--- src/rtl/wtm_seq_mult_pkg.sv ---
// Shared widths and FSM encoding for the 10x10 sequential multiplier
// built on a single 5x5 Wallace tree.
package wtm_seq_mult_pkg;

    localparam int DIG_W  = 5;
    localparam int OP_W   = 2 * DIG_W;
    localparam int PROD_W = 2 * OP_W;
    localparam int PASS_W = 2;

    typedef enum logic [1:0] {
        IDLE = 2'd0,
        MUL  = 2'd1,
        DONE = 2'd2
    } state_t;

endpackage

--- src/rtl/wtm_seq_mult_wtm.sv ---
// Combinational 5x5 unsigned Wallace tree multiplier: five partial-product
// rows reduced by three carry-save stages, then one carry-propagate add.
module wtm_seq_mult_wtm
    import wtm_seq_mult_pkg::*;
(
    input  logic [DIG_W-1:0]   a,
    input  logic [DIG_W-1:0]   b,
    output logic [2*DIG_W-1:0] out,
    output logic               cout
);

    localparam int W = 2 * DIG_W + 1;

    logic [W-1:0] pp [DIG_W];
    logic [W-1:0] s1, c1, s2, c2, s3, c3, sum;

    generate
        for (genvar gi = 0; gi < DIG_W; gi++) begin : g_pp
            assign pp[gi] = W'({DIG_W{b[gi]}} & a) << gi;
        end
    endgenerate

    // Each stage folds three rows into a sum row and a shifted carry row.
    assign s1 = pp[0] ^ pp[1] ^ pp[2];
    assign c1 = ((pp[0] & pp[1]) | (pp[0] & pp[2]) | (pp[1] & pp[2])) << 1;

    assign s2 = s1 ^ c1 ^ pp[3];
    assign c2 = ((s1 & c1) | (s1 & pp[3]) | (c1 & pp[3])) << 1;

    assign s3 = s2 ^ c2 ^ pp[4];
    assign c3 = ((s2 & c2) | (s2 & pp[4]) | (c2 & pp[4])) << 1;

    assign sum  = s3 + c3;
    assign out  = sum[2*DIG_W-1:0];
    assign cout = sum[W-1];

endmodule

--- src/rtl/wtm_seq_mult.sv ---
// 10x10 unsigned multiplier sequencing four digit products through one WTM.
// Optional WTM_ZERO_SKIP_EN: a zero operand bypasses the passes (1-cycle op).
module wtm_seq_mult
    import wtm_seq_mult_pkg::*;
(
    input  logic              clock,
    input  logic              reset,
    input  logic              start,
    input  logic [OP_W-1:0]   a,
    input  logic [OP_W-1:0]   b,
    output logic              ready,
    output logic              busy,
    output logic              done,
    output logic [PROD_W-1:0] product
);

    state_t              state_reg, state_next;
    logic [OP_W-1:0]     a_reg, b_reg;
    logic [PROD_W-1:0]   acc_reg, acc_next, term;
    logic [PROD_W-1:0]   product_reg;
    logic [PASS_W-1:0]   pass_reg;
    logic [DIG_W-1:0]    a_dig, b_dig;
    logic [2*DIG_W-1:0]  wtm_out;
    logic                wtm_cout;
    logic                zero_op;

`ifdef WTM_ZERO_SKIP_EN
    assign zero_op = (a == '0) || (b == '0);
`else
    assign zero_op = 1'b0;
`endif

    // pass[1] picks the a digit, pass[0] the b digit: (lo,lo),(lo,hi),(hi,lo),(hi,hi).
    assign a_dig = pass_reg[1] ? a_reg[OP_W-1:DIG_W] : a_reg[DIG_W-1:0];
    assign b_dig = pass_reg[0] ? b_reg[OP_W-1:DIG_W] : b_reg[DIG_W-1:0];

    wtm_seq_mult_wtm u_wtm (
        .a    (a_dig),
        .b    (b_dig),
        .out  (wtm_out),
        .cout (wtm_cout)
    );

    // cout is always 0 for 5-bit digits; folding it in keeps the sum exact anyway.
    always_comb begin
        term     = PROD_W'({wtm_cout, wtm_out})
                   << (DIG_W * (32'(pass_reg[1]) + 32'(pass_reg[0])));
        acc_next = acc_reg + term;
    end

    always_ff @(posedge clock or posedge reset) begin
        if (reset) begin
            state_reg <= IDLE;
        end else begin
            state_reg <= state_next;
        end
    end

    always_comb begin
        state_next = state_reg;
        ready      = 1'b0;
        busy       = 1'b0;
        done       = 1'b0;
        case (state_reg)
            IDLE: begin
                ready = 1'b1;
                if (start) begin
                    state_next = zero_op ? DONE : MUL;
                end
            end
            MUL: begin
                busy = 1'b1;
                if (&pass_reg) begin
                    state_next = DONE;
                end
            end
            DONE: begin
                done       = 1'b1;
                state_next = IDLE;
            end
            default: state_next = IDLE;
        endcase
    end

    always_ff @(posedge clock or posedge reset) begin
        if (reset) begin
            a_reg       <= '0;
            b_reg       <= '0;
            acc_reg     <= '0;
            pass_reg    <= '0;
            product_reg <= '0;
        end else begin
            case (state_reg)
                IDLE: begin
                    if (start) begin
                        a_reg    <= a;
                        b_reg    <= b;
                        acc_reg  <= '0;
                        pass_reg <= '0;
                        if (zero_op) begin
                            product_reg <= '0;
                        end
                    end
                end
                MUL: begin
                    acc_reg  <= acc_next;
                    pass_reg <= pass_reg + 2'd1;
                    if (&pass_reg) begin
                        product_reg <= acc_next;
                    end
                end
                default: ;
            endcase
        end
    end

    assign product = product_reg;

endmodule

--- config.mk ---
export PLATFORM = sky130hd
export DESIGN_NAME = wtm_seq_mult
export DESIGN_NICKNAME = d
export VERILOG_FILES = /design/src/rtl/wtm_seq_mult_pkg.sv /design/src/rtl/wtm_seq_mult_wtm.sv /design/src/rtl/wtm_seq_mult.sv
export SDC_FILE = /design/constraint.sdc
export NUM_CORES = 1
export LEC_CHECK = 0
export ABC_AREA = 0
export BUFFER_PORTS_ARGS = -buffer_cell sky130_fd_sc_hd__buf_2
export CAP_MARGIN = 20
export CORE_AREA = 2 2 103 105
export CTS_BUF_LIST = sky130_fd_sc_hd__clkbuf_2
export DETAILED_ROUTE_END_ITERATION = 10
export DIE_AREA = 0 0 105 107
export GPL_ROUTABILITY_DRIVEN = 0
export HOLD_SLACK_MARGIN = 0.03
export PLACE_DENSITY = 0.64
export SLEW_MARGIN = 20
export SYNTH_ARGS = -nofsm -noshare
export SYNTH_HDL_FRONTEND = slang
export SYNTH_SLANG_ARGS = --single-unit
--- constraint.sdc ---
create_clock -name clock -period 12.9 [get_ports clock]
set_clock_uncertainty 0.05 [all_clocks]
set_input_delay 2.58 -clock clock [delete_from_list [all_inputs] [get_ports clock]]
set_output_delay 2.58 -clock clock [all_outputs]
set_load 0.005 [all_outputs]
== Word level (Yosys, flattened, before mapping) ==
Cells that the tools add are included.
Word-level totals
  logic and storage cells: 61
  bits in registers: 64
  input bits: 23
  output and inout port bits: 23
Operators by class
  bitwise operators: 26
  mux-type cells: 12
  shift-type cells: 1
  multiply operators: 1
  $add $sub $neg: 4
  equality and inequality tests: 4
  reductions and logical operators: 7
Operator list (number)
  10-bit AND: 7
  10-bit bitwise OR: 6
  20-bit case mux with 2 select lines: 1
  11-bit bitwise XOR: 3
  5-bit AND: 5
  20-bit adder: 1
  10-bit by 9-bit AND with 10-bit output: 2
  20-bit two-way mux: 1
  11-bit by 5-bit << shifter with 20-bit output: 1
  11-bit adder: 1
  11-bit by 7-bit bitwise XOR with 11-bit output: 1
  11-bit by 8-bit bitwise XOR with 11-bit output: 1
  11-bit by 9-bit bitwise XOR with 11-bit output: 1
  5-bit two-way mux: 2
  2-bit case mux with 2 select lines: 2
  2-bit AND reduction: 4
  2-bit two-way mux: 3
  3-bit by 2-bit multiplier with 5-bit output (first input constant): 1
  2-bit inequality test (second input constant): 2
  1-bit two-way mux: 3
  3-bit AND reduction: 1
  1-bit by 1-bit adder with 2-bit output: 1
  2-bit by 1-bit adder with 2-bit output (second input constant): 1
  2-bit by 1-bit == test with 1-bit output (second input constant): 1
  3 further kinds: 3

== Longest topological paths before layout ==
  depth after elaboration: 15
  depth in mapped cells: 25
  depth with buffers taken out: 24

== Modules after synthesis ==
Synthesis repeated with hierarchy kept, for this count alone.
Second synthesis, totals
  cells, all modules: 503
  area total of the unflattened synthesis: 4675.7 µm²
By module, submodules not included
  wtm_seq_mult: instances 1, sequential area each 1601.5 µm², cells each 429, area an instance 4055.1 µm²
  wtm_seq_mult_wtm: instances 1, sequential area each 0.0 µm², cells each 74, area an instance 620.6 µm²

== Least setup slack after synthesis ==
No wires, ideal clock.
  path type: reg-to-reg
  from: register pass_reg[0]
  to: register product_reg[19], in the netlist product[19]
  arrival: 5.601 ns
  cell stages (with the launch flop): 24
  setup slack: 7.125 ns
  clock period less this slack: 5.775 ns
  data required time: 12.725 ns
  buffers on the path: 1
  setup time: 0.125 ns
  path through: dfrtp_1 buf_1 mux2_2 nand2_1 fa_1 fa_1 fa_1 inv_1 ha_1 inv_1 fa_1 o21bai_1 a21oi_1 xnor2_1 mux2i_1 nor2_1 ha_1 nand4_1 o22ai_1 a211oi_2 a21oi_2 a211oi_4 xnor3_1 mux2_2
On the way
  longest elaborated chain between the ends: 14
  elaborated cells between the ends (all ways): 33
  classes of those cells: add/sub (3); mul (1); shift (1); mux (1); bitwise (26); reduce/logical (1)
RTL lines
  start, declared: RTL line wtm_seq_mult.sv:21  | logic [PASS_W-1:0] pass_reg;
  start signal, assigned: RTL line wtm_seq_mult.sv:107  | pass_reg <= pass_reg + 2'd1;
  5-bit two-way mux: RTL line wtm_seq_mult.sv:35  | assign b_dig = pass_reg[0] ? b_reg[OP_W-1:DIG_W] : b_reg[DIG_W-1:0];
  5-bit AND: RTL line wtm_seq_mult_wtm.sv:19  | assign pp[gi] = W'({DIG_W{b[gi]}} & a) << gi;
  10-bit AND: RTL line wtm_seq_mult_wtm.sv:25  | assign c1 = ((pp[0] & pp[1]) | (pp[0] & pp[2]) | (pp[1] & pp[2])) << 1;
  10-bit bitwise OR (2 in a row): RTL line wtm_seq_mult_wtm.sv:25
  10-bit AND: RTL line wtm_seq_mult_wtm.sv:28  | assign c2 = ((s1 & c1) | (s1 & pp[3]) | (c1 & pp[3])) << 1;
  10-bit bitwise OR (2 in a row): RTL line wtm_seq_mult_wtm.sv:28
  10-bit AND: RTL line wtm_seq_mult_wtm.sv:31  | assign c3 = ((s2 & c2) | (s2 & pp[4]) | (c2 & pp[4])) << 1;
  10-bit bitwise OR (2 in a row): RTL line wtm_seq_mult_wtm.sv:31
  11-bit adder: RTL line wtm_seq_mult_wtm.sv:33  | assign sum = s3 + c3;
  11-bit by 5-bit << shifter with 20-bit output: RTL line wtm_seq_mult.sv:46  | term = PROD_W'({wtm_cout, wtm_out})
  20-bit adder: RTL line wtm_seq_mult.sv:48  | acc_next = acc_reg + term;
  end signal, assigned: RTL line wtm_seq_mult.sv:109  | product_reg <= acc_next;
  end, declared: RTL line wtm_seq_mult.sv:20  | logic [PROD_W-1:0] product_reg;
Several ways; a longest one is shown, not always the timed one.
A chain may end at the register's enable or synchronous reset.

== Worst setup path after layout ==
Same ends and word-level chain as after synthesis.

==> run summary <==
share of cells above drive strength 1 -> 16.4%
Max Slew Vio Count -> 0
RSZ-0062 raised after global routing -> false
die height -> 107 um
largest net degree at the start of global routing -> 65
area leader, netlist -> dfrtp_1
Hold Buf Count CTS -> 0
Core Rows -> 37
number of setup violations in the final report -> 0
Crit path buffers/inverters -> 2
CTS max path bufs -> 2
vias in the first global route -> 3386
number of enable flip-flop cells after synthesis -> 0
maxcap violations -> 0
routed vias/inst -> 5.16
CTS sink count -> 64
first-pass GRT wire length -> 16300 um
Slew @ Worst Pin -> 833 ps
Critical Path Max Stage Delay -> 720 ps
TritonRoute pass-1 iters -> 4
worst reg2reg setup slack -> 6590 ps
CTS clk-pin slew, worst paths -> 190 ps
CTS resizes -> 0
Reg2Reg Depth -> 22
area fraction of the dominant cell type after synthesis -> 37.8%
Seq/Total Area, Yosys -> 37.8%
commonest non-fill, non-tap cell in the layout -> nand2_1
normalized max-slew margin -> 44.4%
crit path capture type -> flop
detailed placement HPWL -> 7230 um
postcts setup bufs -> 0
Critical Path Fanout Max -> 14
post-route setup TNS -> 0 ps
Crit path arrival time -> 6700 ps
port bufs -> 45
fin crit period -> 6310 ps
HP Class -> reg -> reg
routed wire length -> 9710 um
Nets -> 586
Die ar. -> 11200 um2
Cells on Worst Hold Path -> 1
Layout Area Growth over Synthesis -> 10.6%
fill count -> 1014
RR Startpoint -> pass_reg[0]
global route overflow -> 0
final period utilization -> 48.9%
async set or reset register ratio after synthesis -> 100%
gr usage total -> 18.3%
# H-tree levels -> 3
initial antenna violation count -> 0
Synth Net Count -> 543
final instance count without filler cells -> 661
Ports -> 46
Setup CP Type -> reg -> reg
CP required -> 13290 ps
most frequent CP cell -> fa_1
hold endpoint -> acc_reg[19]
Core Region -> 10100 um2
Syn Area/Cell -> 8.88 um2
CP max-delay cell -> dfrtp_1
number of routed nets with antenna violations -> 0
Primary FF master, synth -> dfrtp_1
hold path startpoint -> acc_reg[19]
Max Fclk -> 158 MHz
CP top delay family -> adder cells
RR Endpoint -> product[19]
Synth Instances -> 477
commonest non-fill, non-tap cells in the layout -> nand2_1, dfrtp_1, buf_2
register bit total from synthesis -> 64
Die Wd -> 105 um
routed len/inst -> 14.7 um
Yosys cell types -> 44
Final Hold Viols -> 0
# DRC -> 0
worst skew pair latency -> 540 ps
Num CTS Buffers -> 9
Synth Cell Area -> 4240 um2
critical path launch point type -> flop
synth top area cells -> dfrtp_1, nand2_1, ha_1
crit-path cells -> mux2i_1, or2_2, fa_1, fa_1, fa_1, inv_1, ha_1, inv_1, fa_1, o21bai_1, a21oi_1, xnor2_1, mux2i_1, nor2_1, ha_1, a21oi_1, o22ai_1, a211oi_2, a21oi_2, a211oi_4, xnor3_1, mux2_2
n_diodes -> 0
CTS tree -> yes
root buf cell -> clkbuf_2
status -> finished, final reports clean
Initial Utilization -> 42.0%
drt initial violations -> 122
YS warnings -> 0
vias -> 3409
placed insts -> 645
## Yosys cell counts, types with 4 or more instances
| library cell | n |
|---|---|
| fa_1 | 13 |
| a21oi_1 | 10 |
| o21a_1 | 4 |
| mux2i_1 | 13 |
| nor2b_1 | 6 |
| nand3_1 | 17 |
| xor2_1 | 9 |
| inv_1 | 20 |
| nand2b_1 | 6 |
| and2_1 | 8 |
| ha_1 | 30 |
| xnor2_1 | 9 |
| o21ai_0 | 33 |
| or2_2 | 4 |
| mux2_2 | 13 |
| clkbuf_1 | 15 |
| dfrtp_1 | 64 |
| o21ai_1 | 17 |
| nor2_1 | 35 |
| nand2_1 | 113 |
## worst max-delay path by stage
| stage | start | to | slack, ps | depth (start not counted) |
|---|---|---|---|---|
| 2_1_floorplan | pass_reg[0] | product[19] | 7120 | 23 |
| 3_3_place_gp | pass_reg[0] | product[19] | 6970 | 22 |
| 3_5_place_dp | pass_reg[0] | product[19] | 6620 | 22 |
| 4_1_cts | pass_reg[0] | product[19] | 6610 | 22 |
| 5_1_grt | pass_reg[0] | product[19] | 6230 | 22 |
| 6_report | pass_reg[0] | product[19] | 6590 | 22 |
## metrics by stage
step	hold slack (ps)	instance area [um2]	setup slack, ps	utilization, %
after detailed placement	417	4600	6620	45.6
after global routing	473	4690	6230	46.4
after CTS	454	4690	6610	46.4
after global placement	408	4600	6970	45.6
final	443	4690	6590	46.4
after floorplan	390	4240	7120	-
## cell type report
| class | instances | area, um2 | area share (%) |
|---|---|---|---|
| Clock buffer | 10 | 50.0 | 1.07 |
| Clock inverter | 6 | 36.3 | 0.774 |
| Inverter | 21 | 78.8 | 1.68 |
| Multi-Input combinational cell | 375 | 2490 | 53.2 |
| Sequential cell | 64 | 1600 | 34.2 |
| Tap cell | 136 | 170 | 3.63 |
| Timing Repair Buffer | 49 | 255 | 5.45 |
## per-layer routing
| metal | part of all wire [%] | up-vias | track usage [%] | routed length [um] |
|---|---|---|---|---|
| met2 | 47 | 81 | 30.3 | 4560 |
| met3 | 4.1 | 23 | 3.83 | 402 |
| met4 | 2.7 | 0 | 8.29 | 267 |
| met5 | 0 | - | 0 | 0 |
| li1 | - | 1702 | - | - |
| met1 | 46 | 1603 | 23.1 | 4480 |
## cell families after synthesis
family,count (synthesis),share of synthesized area [%]
compound gates,92,13.6
xor+xnor,19,4.25
fa+ha+maj,43,15.0
buf+inv,38,3.37
flops,64,37.8
mux,26,6.52
simple gates,195,19.5
Power is not shown: default switching activity piles up to over one toggle a cycle in this logic, so the estimate is an artifact.
